## src/rtl/lcb_responder.sv

```systemverilog
// lcb_responder: RS485 half-duplex request/response slave.
// It receives a 4-byte UART request (ADDR, CMD, PARAM, CSUM) and answers
// with RSP_BYTES payload bytes read from an external RAM.
// Optional build macro: RSP_CHECKSUM_EN appends one XOR-of-payload byte.
// dbgState mirrors the FSM state for debug and checkers.
//
// RAM read handshake: rdEn is a single-cycle strobe with rdAddr stable in
// the same cycle; the RAM has no ready/stall, and iData is taken exactly
// one clk after the strobe (the second TX_LOAD cycle).
module lcb_responder #(
  parameter int         CLKS_PER_BIT = 16,
  parameter logic [7:0] DEV_ADDR     = 8'h01,
  parameter int         RSP_BYTES    = 8,
  parameter int         TURN_CLKS    = 64,
  parameter int         GAP_CLKS     = 320
) (
  input  logic       clk,
  input  logic       rst,
  input  logic       rx,
  output logic       tx,
  output logic       dirTX,
  output logic       dirRX,
  output logic [4:0] rdAddr,
  output logic       rdEn,
  input  logic [7:0] iData,
  output logic [7:0] oCmd,
  output logic [7:0] oParam,
  output logic       oRqValid,
  output logic       oErr,
  output logic       busy,
  output logic [2:0] dbgState
);

  typedef enum logic [2:0] {
    IDLE, RX_FRAME, CHECK, TURN, TX_LOAD, TX_SHIFT, DONE
  } state_t;

  localparam logic [15:0] BIT_END  = 16'(CLKS_PER_BIT - 1);
  localparam logic [15:0] HALF_END = 16'(CLKS_PER_BIT / 2 - 1);
  localparam logic [15:0] TURN_END = 16'(TURN_CLKS - 1);
  localparam logic [15:0] GAP_MAX  = 16'(GAP_CLKS);
`ifdef RSP_CHECKSUM_EN
  localparam logic [4:0]  LAST_BYTE = 5'(RSP_BYTES);
`else
  localparam logic [4:0]  LAST_BYTE = 5'(RSP_BYTES - 1);
`endif

  state_t      state, stateNext;
  logic        rxMeta, rxS;
  logic [15:0] clkCnt, gapCnt;
  logic [3:0]  bitIdx;
  logic [1:0]  rxByteIdx;
  logic        rxInByte;
  logic [7:0]  shiftReg, addrB, cmdB, paramB, csumB;
  logic [7:0]  lastCmd, lastParam;
  logic [4:0]  byteIdx;
  logic        loadPh;
  logic [7:0]  txByte, loadByte;
  logic [15:0] txFrame;
  logic        isCsumByte;
  logic        sampleTick, bitDone;
  logic        errPulse, acceptReq;

  // Two-flop synchronizer for the asynchronous request line.
  always_ff @(posedge clk or posedge rst) begin
    if (rst) begin
      rxMeta <= 1'b1;
      rxS    <= 1'b1;
    end else begin
      rxMeta <= rx;
      rxS    <= rxMeta;
    end
  end

  // First sample lands mid start bit, later ones a full bit apart.
  assign sampleTick = rxInByte && (clkCnt == ((bitIdx == 4'd0) ? HALF_END : BIT_END));
  assign bitDone    = (clkCnt == BIT_END);

`ifdef RSP_CHECKSUM_EN
  logic [7:0] csumAcc;
  assign isCsumByte = (byteIdx == LAST_BYTE);
  assign loadByte   = isCsumByte ? csumAcc : iData;

  // Running XOR of the payload bytes as they are fetched.
  always_ff @(posedge clk or posedge rst) begin
    if (rst)
      csumAcc <= 8'h00;
    else if (state == CHECK)
      csumAcc <= 8'h00;
    else if (state == TX_LOAD && loadPh && !isCsumByte)
      csumAcc <= csumAcc ^ iData;
  end
`else
  assign isCsumByte = 1'b0;
  assign loadByte   = iData;
`endif

  // FSM state register.
  always_ff @(posedge clk or posedge rst) begin
    if (rst) state <= IDLE;
    else     state <= stateNext;
  end

  // Next-state logic and the single-cycle request/error pulses.
  always_comb begin
    stateNext = state;
    errPulse  = 1'b0;
    acceptReq = 1'b0;
    case (state)
      IDLE: if (!rxS) stateNext = RX_FRAME;
      RX_FRAME: begin
        if (rxInByte) begin
          if (sampleTick) begin
            if (bitIdx == 4'd0 && rxS && rxByteIdx == 2'd0) begin
              stateNext = IDLE;
            end else if (bitIdx == 4'd9) begin
              if (!rxS) begin
                errPulse  = 1'b1;
                stateNext = IDLE;
              end else if (rxByteIdx == 2'd3) begin
                stateNext = CHECK;
              end
            end
          end
        end else if (rxS && gapCnt >= GAP_MAX) begin
          errPulse  = 1'b1;
          stateNext = IDLE;
        end
      end
      CHECK: begin
        if (csumB != (addrB ^ cmdB ^ paramB)) begin
          errPulse  = 1'b1;
          stateNext = IDLE;
        end else if (addrB != DEV_ADDR) begin
          stateNext = IDLE;
        end else begin
          acceptReq = 1'b1;
          stateNext = TURN;
        end
      end
      TURN:     if (clkCnt == TURN_END) stateNext = TX_LOAD;
      TX_LOAD:  if (loadPh) stateNext = TX_SHIFT;
      TX_SHIFT: if (bitDone && bitIdx == 4'd9)
                  stateNext = (byteIdx == LAST_BYTE) ? DONE : TX_LOAD;
      DONE:     if (bitDone) stateNext = IDLE;
      default:  stateNext = IDLE;
    endcase
  end

  // Datapath: bit/byte counters, receive shifter, request and response registers.
  always_ff @(posedge clk or posedge rst) begin
    if (rst) begin
      clkCnt <= '0; gapCnt <= '0; bitIdx <= '0; rxByteIdx <= '0;
      rxInByte <= 1'b0; shiftReg <= '0; addrB <= '0; cmdB <= '0;
      paramB <= '0; csumB <= '0; lastCmd <= '0; lastParam <= '0;
      byteIdx <= '0; loadPh <= 1'b0; txByte <= '0;
    end else begin
      case (state)
        IDLE: begin
          clkCnt <= '0; gapCnt <= '0; bitIdx <= '0; rxByteIdx <= '0;
          loadPh <= 1'b0;
          rxInByte <= !rxS;
        end
        RX_FRAME: begin
          if (rxInByte) begin
            if (sampleTick) begin
              clkCnt <= '0;
              bitIdx <= bitIdx + 4'd1;
              if (bitIdx == 4'd0 && rxS) begin
                rxInByte <= 1'b0;
                bitIdx   <= '0;
                gapCnt   <= '0;
              end else if (bitIdx != 4'd9) begin
                shiftReg <= {rxS, shiftReg[7:1]};
              end else begin
                case (rxByteIdx)
                  2'd0: addrB  <= shiftReg;
                  2'd1: cmdB   <= shiftReg;
                  2'd2: paramB <= shiftReg;
                  2'd3: csumB  <= shiftReg;
                endcase
                rxByteIdx <= rxByteIdx + 2'd1;
                rxInByte  <= 1'b0;
                bitIdx    <= '0;
                gapCnt    <= '0;
              end
            end else begin
              clkCnt <= clkCnt + 16'd1;
            end
          end else if (!rxS) begin
            rxInByte <= 1'b1;
            clkCnt   <= '0;
            bitIdx   <= '0;
          end else begin
            gapCnt <= gapCnt + 16'd1;
          end
        end
        CHECK: begin
          clkCnt  <= '0;
          byteIdx <= '0;
          loadPh  <= 1'b0;
          if (acceptReq) begin
            lastCmd   <= cmdB;
            lastParam <= paramB;
          end
        end
        TURN: clkCnt <= clkCnt + 16'd1;
        TX_LOAD: begin
          clkCnt <= '0;
          bitIdx <= '0;
          loadPh <= !loadPh;
          if (loadPh) txByte <= loadByte;
        end
        TX_SHIFT: begin
          if (bitDone) begin
            clkCnt <= '0;
            bitIdx <= bitIdx + 4'd1;
            if (bitIdx == 4'd9 && byteIdx != LAST_BYTE) byteIdx <= byteIdx + 5'd1;
          end else begin
            clkCnt <= clkCnt + 16'd1;
          end
        end
        DONE: clkCnt <= clkCnt + 16'd1;
        default: clkCnt <= '0;
      endcase
    end
  end

  // Serial output and bus-direction decode straight from the state, so
  // an asynchronous reset releases the bus without waiting for a clock.
  always_comb begin
    txFrame  = {6'h3F, 1'b1, txByte, 1'b0};
    tx       = (state == TX_SHIFT) ? txFrame[bitIdx] : 1'b1;
    dirTX    = (state == TURN) || (state == TX_LOAD) ||
               (state == TX_SHIFT) || (state == DONE);
    dirRX    = !dirTX;
    rdEn     = (state == TX_LOAD) && !loadPh && !isCsumByte;
    rdAddr   = byteIdx;
    oRqValid = acceptReq;
    oErr     = errPulse;
    oCmd     = acceptReq ? cmdB : lastCmd;
    oParam   = acceptReq ? paramB : lastParam;
    busy     = (state != IDLE);
    dbgState = state;
  end

endmodule

```

## config.mk

```make
export PLATFORM = sky130hd
export DESIGN_NAME = lcb_responder
export DESIGN_NICKNAME = d
export VERILOG_FILES = /design/src/rtl/lcb_responder.sv
export SDC_FILE = /design/constraint.sdc
export NUM_CORES = 1
export LEC_CHECK = 0
export ABC_AREA = 1
export BUFFER_PORTS_ARGS = -buffer_cell sky130_fd_sc_hd__buf_2
export CAP_MARGIN = 20
export CORE_ASPECT_RATIO = 2
export CORE_MARGIN = 2
export CORE_UTILIZATION = 50
export CTS_BUF_LIST = sky130_fd_sc_hd__clkbuf_8 sky130_fd_sc_hd__clkbuf_16
export CTS_CLUSTER_DIAMETER = 40
export DETAILED_ROUTE_END_ITERATION = 8
export PLACE_DENSITY_LB_ADDON = 0.08
export SYNTH_ARGS = -nofsm -noshare
export SYNTH_HDL_FRONTEND = slang
export SYNTH_SLANG_ARGS = --single-unit
```

## constraint.sdc

```tcl
create_clock -name clk -period 10.6 [get_ports clk]
set_input_delay 1.06 -clock clk [delete_from_list [all_inputs] [get_ports clk]]
set_output_delay 1.06 -clock clk [all_outputs]
set_load 0.005 [all_outputs]
```

==> metrics.csv, run 1 <==
metric;value;unit
cts_max_level;4;
timing.final.ws_setup;7090;ps
clk_latency;420;ps
fmax;0.285;GHz
finalCritPeriodShare;33.2;%
cts_tree;yes;
cp.arrival;2450;ps
postCtsSetupBuffers;0;
outcome;finished clean;
rsz0062_at_grt;false;
min_path_type;register to register;
wl_per_cell;15.1;um
syn_to_final_growth;14.0;%
place_hpwl;11600;um
layout_min_cycle_time;3510;ps
antenna_found_initial;0;
hold_viol_final;0;
grt.overflow.total;0;
grt_pass1_vias;5607;
cellLeakagePower;3.73;nW
worst_pin_slew;629;ps
drt_wl_total;15500;um
crit_type;register to output port;
cp_cell_sequence;or2_2 > nand4_1 > nand3_1 > nor2_1 > nand3_1 > inv_1 > nand2_1 > nand2_1 > buf_2;
ctsHoldBuffers;0;
clkSlewWorstSetupHoldPaths;60;ps
report.final.setup_viol;0;
numCtsBuffers;17;
fin_tns_setup;0;ps
dieArea;13800;um^2
post-place-ws;7490;ps
nets;885;
route.detailed.drc;0;
ff2ff_setup_slack;8250;ps
layout.cells.non_filler;1026;
cp_slowest_stage_delay;410;ps
synthesis.instances;816;
avgViaCountPerCell;5.35;
die_y;164;um
n_antenna_cell;0;
crit_fanout;14;
vdd_ir_drop_max;0.155;mV
async_reset_ff_share;100;%
syn_nets;838;
post_cts_resized;0;
synth-warning-count;0;
firstDrtPassIters;5;
fp.dieW;84.2;um
ctsRootBufferMaster;clkbuf_16;
ioPinCount;42;
power_density;193;nW/um^2
grt_pass1_wl;26300;um
num_rows;58;
yosysUniqueCellTypes;39;
netlist_area;6430;um^2
grt_max_degree;78;
synth_area_leaders;dfrtp_1 (44%), nand2_1 (15%), inv_1 (4.7%);
yosysSeqAreaShare;44.4;%
final_antenna_net_count;0;
clock_tree.buffer_depth;2;
synth_flop_cell;dfrtp_1;
start_util;51.3;%
placed_cells;993;
gp_congestion;0.931;
grtUsageTotal;24.0;%
synth_largest_area_cell;dfrtp_1;
vias;5492;
ys_ff_latch;114;
drv_slew;0;
synth_top_area_share;43.6;%
syn_avg_cell_area;7.89;um^2
start_kind;register;
io_buffers;41;
synth-edff-count;0;
crit_required;9540;ps
post-route-util;58.4;%
drt_iter0_markers;316;
crit_slowest_cell;dfrtp_1;
synth_commonest_cells;nand2_1 (260), dfrtp_1 (112), inv_1 (81);
drive_above_1_share;16.1;%
drv_cap;0;
cts_sinks;114;
yosysMostFrequentCell;nand2_1;
end_kind;output port;
finClkSkew;14.0;ps
relSlewSlack;58.0;%
core;12600;um^2
## report_power, final
part,switching [mW],internal (mW),leakage [nW],total (mW)
clock network,0.227,0.329,0.277,0.556
registers,0.0411,0.470,1.56,0.511
logic,0.253,0.0953,1.89,0.349
total,0.522,0.894,3.73,1.42
## layout make-up
type	count	area (um^2)
Sequential cell	114	2860
Fill cell	1174	5220
Clock inverter	15	149
Tap cell	150	188
Multi-Input combinational cell	597	3130
Timing Repair Buffer	45	255
Clock buffer	17	425
Inverter	88	333
## worst paths after layout
kind                       depth (start not counted)            startpoint                      to
max in group asynchronous                          4                   rst   rdAddr[1]$_DFFE_PP0P_
max                                                9  addrB[4]$_DFFE_PP0P_                 oCmd[1]
min in group asynchronous                          2                   rst   clkCnt[6]$_DFFE_PP0N_
max reg2reg                                        8  rxInByte$_DFFE_PP0P_  gapCnt[10]$_DFFE_PP0P_
min                                                0      rxMeta$_DFF_PP1_           rxS$_DFF_PP1_
min reg2reg                                        0      rxMeta$_DFF_PP1_           rxS$_DFF_PP1_
## cells in the final DEF, fill, tap and decap left out, types with 3 or more instances in the layout
cell,synthesis,final
nand2_1,260,260
dfrtp_1,112,112
inv_1,81,81
nor2_1,54,54
nand3_1,47,47
buf_2,4,41
o21ai_0,39,39
nor3_1,25,25
o21ai_2,25,25
nand4_1,24,24
o21ai_1,22,22
xor2_1,19,19
clkbuf_16,0,17
xnor2_1,13,13
a21oi_1,11,11
ha_1,11,11
inv_2,7,7
mux2_2,7,7
nor2_4,6,6
inv_6,0,6
nand2_4,4,4
nor2_2,3,3
nand2_2,3,3
o31ai_1,3,3
nor4_1,3,3
clkinvlp_4,0,3
buf_4,2,3
## per-layer routing
layer | vias up | GRT usage (%) | share of wire (%)
met5 | - | 0 | 0
met4 | 0 | 11.0 | 3.0
met3 | 36 | 3.70 | 2.6
met1 | 2603 | 24.4 | 36
li1 | 2742 | - | -
met2 | 111 | 46.9 | 58
## registers in the layout (all words and copies together), names as in the netlist, 2 cells and up
signal / cells
clkCnt: 16
gapCnt: 16
addrB: 8
cmdB: 8
csumB: 8
lastCmd: 8
lastParam: 8
paramB: 8
shiftReg: 8
txByte: 8
rdAddr: 5
bitIdx: 4
dbgState: 3
rxByteIdx: 2
## critical path: cells and delay by family, from the launching register on
family / cells / cell delay (ps)
buffers and inverters: 2 / 520
DFF: 1 / 410
and+or+nand+nor: 7 / 1100
## cells by family after synthesis
group / Yosys count / share of synthesized area (%)
AOI/OAI and AO/OA: 107 / 10.2
xor gates and xnor gates: 32 / 4.36
adders and majority gates: 11 / 2.14
buffers and inverters: 105 / 7.02
DFF: 114 / 44.4
muxes: 7 / 1.23
and+or+nand+nor: 440 / 30.7
## stage by stage
step | hold slack [ps] | power (mW) | area (um^2)
6_report | 363 | 1.42 | 7330
5_1_grt | 364 | 1.49 | 7330
4_1_cts | 361 | 1.43 | 7310
3_5_place_dp | 353 | 0.867 | 6730
3_3_place_gp | 346 | 0.859 | 6730
2_1_floorplan | 345 | 0.786 | 6430
(Power assumes the default switching activity.)
==> run 2: changes to the inputs <==
--- a/config.mk
+++ b/config.mk
@@ -5,7 +5,7 @@
 export SDC_FILE = /design/constraint.sdc
 export NUM_CORES = 1
 export LEC_CHECK = 0
-export ABC_AREA = 1
+export ABC_AREA = 0
 export BUFFER_PORTS_ARGS = -buffer_cell sky130_fd_sc_hd__buf_2
 export CAP_MARGIN = 20
 export CORE_ASPECT_RATIO = 2
==> constraint.sdc (replaced) <==
create_clock -name clk -period 3.5 [get_ports clk]
set_input_delay 0.35 -clock clk [delete_from_list [all_inputs] [get_ports clk]]
set_output_delay 0.35 -clock clk [all_outputs]
set_load 0.005 [all_outputs]
==> metrics.csv, run 2 <==
metric;value;unit;change
n_antenna_cell;0;;unchanged
crit_fanout;34;;+20
vdd_ir_drop_max;0.481;mV;+210%
end_kind;output port;;
reg_top3;clkCnt x16, gapCnt x16;;
post_cts_resized;0;;unchanged
final_antenna_net_count;0;;unchanged
syn_to_final_growth;16.5;%;
holdWs;35.2;ps;-328 ps
cts_tree;yes;;
async_reset_ff_share;100;%;unchanged
grt.overflow.total;0;;unchanged
drv_cap;0;;unchanged
die_y;158;um;-4.1%
power_density;608;nW/um^2;+220%
yosysSeqAreaShare;48.4;%;+4.0 points
crit_type;register to output port;;
fmax;0.310;GHz;
final-seq-area;2860;um^2;unchanged
synth_flop_cell;dfrtp_1;;
rsz0062_at_grt;false;;
yosysMostFrequentCell;dfrtp_1;;
grt_pass1_vias;4244;;-24%
synth-edff-count;0;;unchanged
drive_above_1_share;27.5;%;+11 points
numCtsBuffers;17;;unchanged
crit_required;3150;ps;-6390 ps
cp_cell_sequence;inv_1 > or3_1 > or3_1 > nor3_4 > buf_12 > mux2_2 > buf_2;;
cpMostUsedCell;or3_1;;
wl_per_cell;17.0;um;+12%
synth_area_leaders;dfrtp_1 (47%), mux2_2 (13%), xnor2_1 (4.5%);;
layout_common_cells;dfrtp_1 (112), mux2_2 (68), buf_2 (41);;
ctsRootBufferMaster;clkbuf_16;;
fillers;1013;;-14%
synth_top_area_share;47.5;%;+3.9 points
synthesis.instances;539;;-34%
start_util;50.7;%;-0.51 points
finClkSkew;5.69;ps;-8.32 ps
io_buffers;41;;unchanged
ioPinCount;42;;unchanged
vias;4202;;-23%
layout_min_cycle_time;3230;ps;
final_area;6870;um^2;-6.3%
grtUsageTotal;21.7;%;-2.4 points
drv_slew;0;;unchanged
netlist_area;5900;um^2;-8.3%
hold_viol_final;0;;unchanged
report.final.setup_viol;0;;unchanged
cts_max_level;4;;unchanged
place_hpwl;8980;um;-23%
crit_slowest_cell;dfrtp_1;;
crit_family;simple AND/OR/NAND/NOR gates;;
avgViaCountPerCell;5.67;;+5.9%
clk_latency;410;ps;about the same
path_buf_inv;3;;+1
min_path_type;primary input to register;;
firstDrtPassIters;4;;-1
ys_ff_latch;114;;unchanged
cts_sinks;114;;unchanged
outcome;finished clean;;
placed_area;6260;um^2;-7.0%
synth-warning-count;0;;unchanged
route.detailed.drc;0;;unchanged
final_common_cell;dfrtp_1;;
grt_max_degree;83;;+6.4%
clkSlewWorstSetupHoldPaths;50;ps;about the same
core;11600;um^2;-7.4%
cp_slowest_stage_delay;590;ps;+180 ps
relSlewSlack;44.2;%;-14 points
synth_commonest_cells;dfrtp_1 (112), mux2_2 (68), nor2_1 (39);;
cellLeakagePower;3.24;nW;-13%
worst_pin_slew;833;ps;+204 ps
clock_tree.buffer_depth;2;;unchanged
antenna_found_initial;0;;unchanged
num_rows;56;;-3.4%
nets;606;;-32%
synth_largest_area_cell;dfrtp_1;;
finalCritPeriodShare;92.2;%;
gp_congestion;0.844;;-9.3%
fp.dieW;80.8;um;-4.0%
yosysUniqueCellTypes;61;;+56%
dieArea;12700;um^2;-8.0%
drt_iter0_markers;188;;-41%
drt_wl_total;12600;um;-19%
syn_avg_cell_area;10.9;um^2;+39%
grt_pass1_wl;21000;um;-20%
multi_input_area;2870;um^2;-8.3%
start_kind;register;;
fin_tns_setup;0;ps;unchanged
syn_nets;561;;-33%
cp.arrival;2880;ps;+430 ps
[run 2: cell types whose count changed in the layout (fill, tap and decap cells not counted), sizes merged, moves of 12 or more]
cell	before	now
inv	97	22
nand2	267	35
nor3	25	10
nand3	51	15
nand4	24	12
and3	0	14
mux2	7	82
xnor2	13	30
nor2	64	40
o21ai	86	34
[run 2: area by class of cell]
class / count / share of cell area (%)
Clock buffer: 18 / 6.39
Clock inverter: 13 / 2.35
Inverter: 21 / 1.18
Multi-Input combinational cell: 382 / 41.7
Sequential cell: 114 / 41.5
Tap cell: 145 / 2.64
Timing Repair Buffer: 48 / 4.15
[run 2: power breakdown]
part	internal [mW]	switching (mW)	total, mW
Clock	1.13	0.614	1.75
Combinational	0.339	0.550	0.888
Sequential	1.41	0.137	1.55
Total	2.88	1.30	4.18
[run 2: per-layer routing]
| metal | GRT usage [%] | part of all wire (%) | up-vias |
|---|---|---|---|
| li1 | - | - | 2010 |
| met1 | 23.4 | 39 | 2089 |
| met2 | 40.1 | 56 | 86 |
| met3 | 5.07 | 3.3 | 17 |
| met4 | 7.51 | 1.6 | 0 |
| met5 | 0 | 0 | - |
[run 2: worst reg2reg max path, cell delays in order, from the launching register on]
cell	delay [ps]
dfrtp_1	490
inv_1	100
ha_1	210
nor3b_1	150
mux2_1	250
a21oi_2	90
or4_1	600
nor2_2	500
o21ai_0	210
[run 2: worst paths after layout]
path / start / to / slack [ps] / depth (start not counted)
max: dbgState[1]$_DFFE_PP0P_ / oParam[3] / 270 / 7
min: rx / rxMeta$_DFF_PP1_ / 40 / 1
max reg2reg: bitIdx[1]$_DFFE_PP0P_ / clkCnt[11]$_DFFE_PP0N_ / 740 / 8
min reg2reg: rxMeta$_DFF_PP1_ / rxS$_DFF_PP1_ / 350 / 0
max in group asynchronous: rst / lastParam[2]$_DFFE_PP0N_ / 2220 / 4
min in group asynchronous: rst / gapCnt[14]$_DFFE_PP0P_ / 500 / 3
[run 2: cells by family (layout without fill, tap and decap cells)]
| family | count (synthesis) | count (layout) | share of synthesized area [%] |
|---|---|---|---|
| buffers and inverters | 43 | 100 | 3.01 |
| DFF | 114 | 114 | 48.4 |
| muxes | 87 | 87 | 16.7 |
| adders and majority gates | 11 | 11 | 2.33 |
| xor gates and xnor gates | 39 | 39 | 5.79 |
| and+or+nand+nor | 168 | 168 | 16.1 |
| AOI/OAI and AO/OA | 77 | 77 | 7.67 |
[run 2: repair_timing]
item / in CTS / in global routing
buffers inserted: 0 / 0
endpoints found under the hold margin: 30 / 0
hold buffers: 1 / 0
[run 2: through the flow]
stage,total power [mW],setup WS [ps],util (%),instances
CTS,4.21,271,59.1,741
detailed placement,2.46,694,53.8,709
floorplan,2.21,138,-,539
global route,4.40,133,59.1,741
finish,4.18,272,59.1,741
global placement,2.44,765,53.8,709
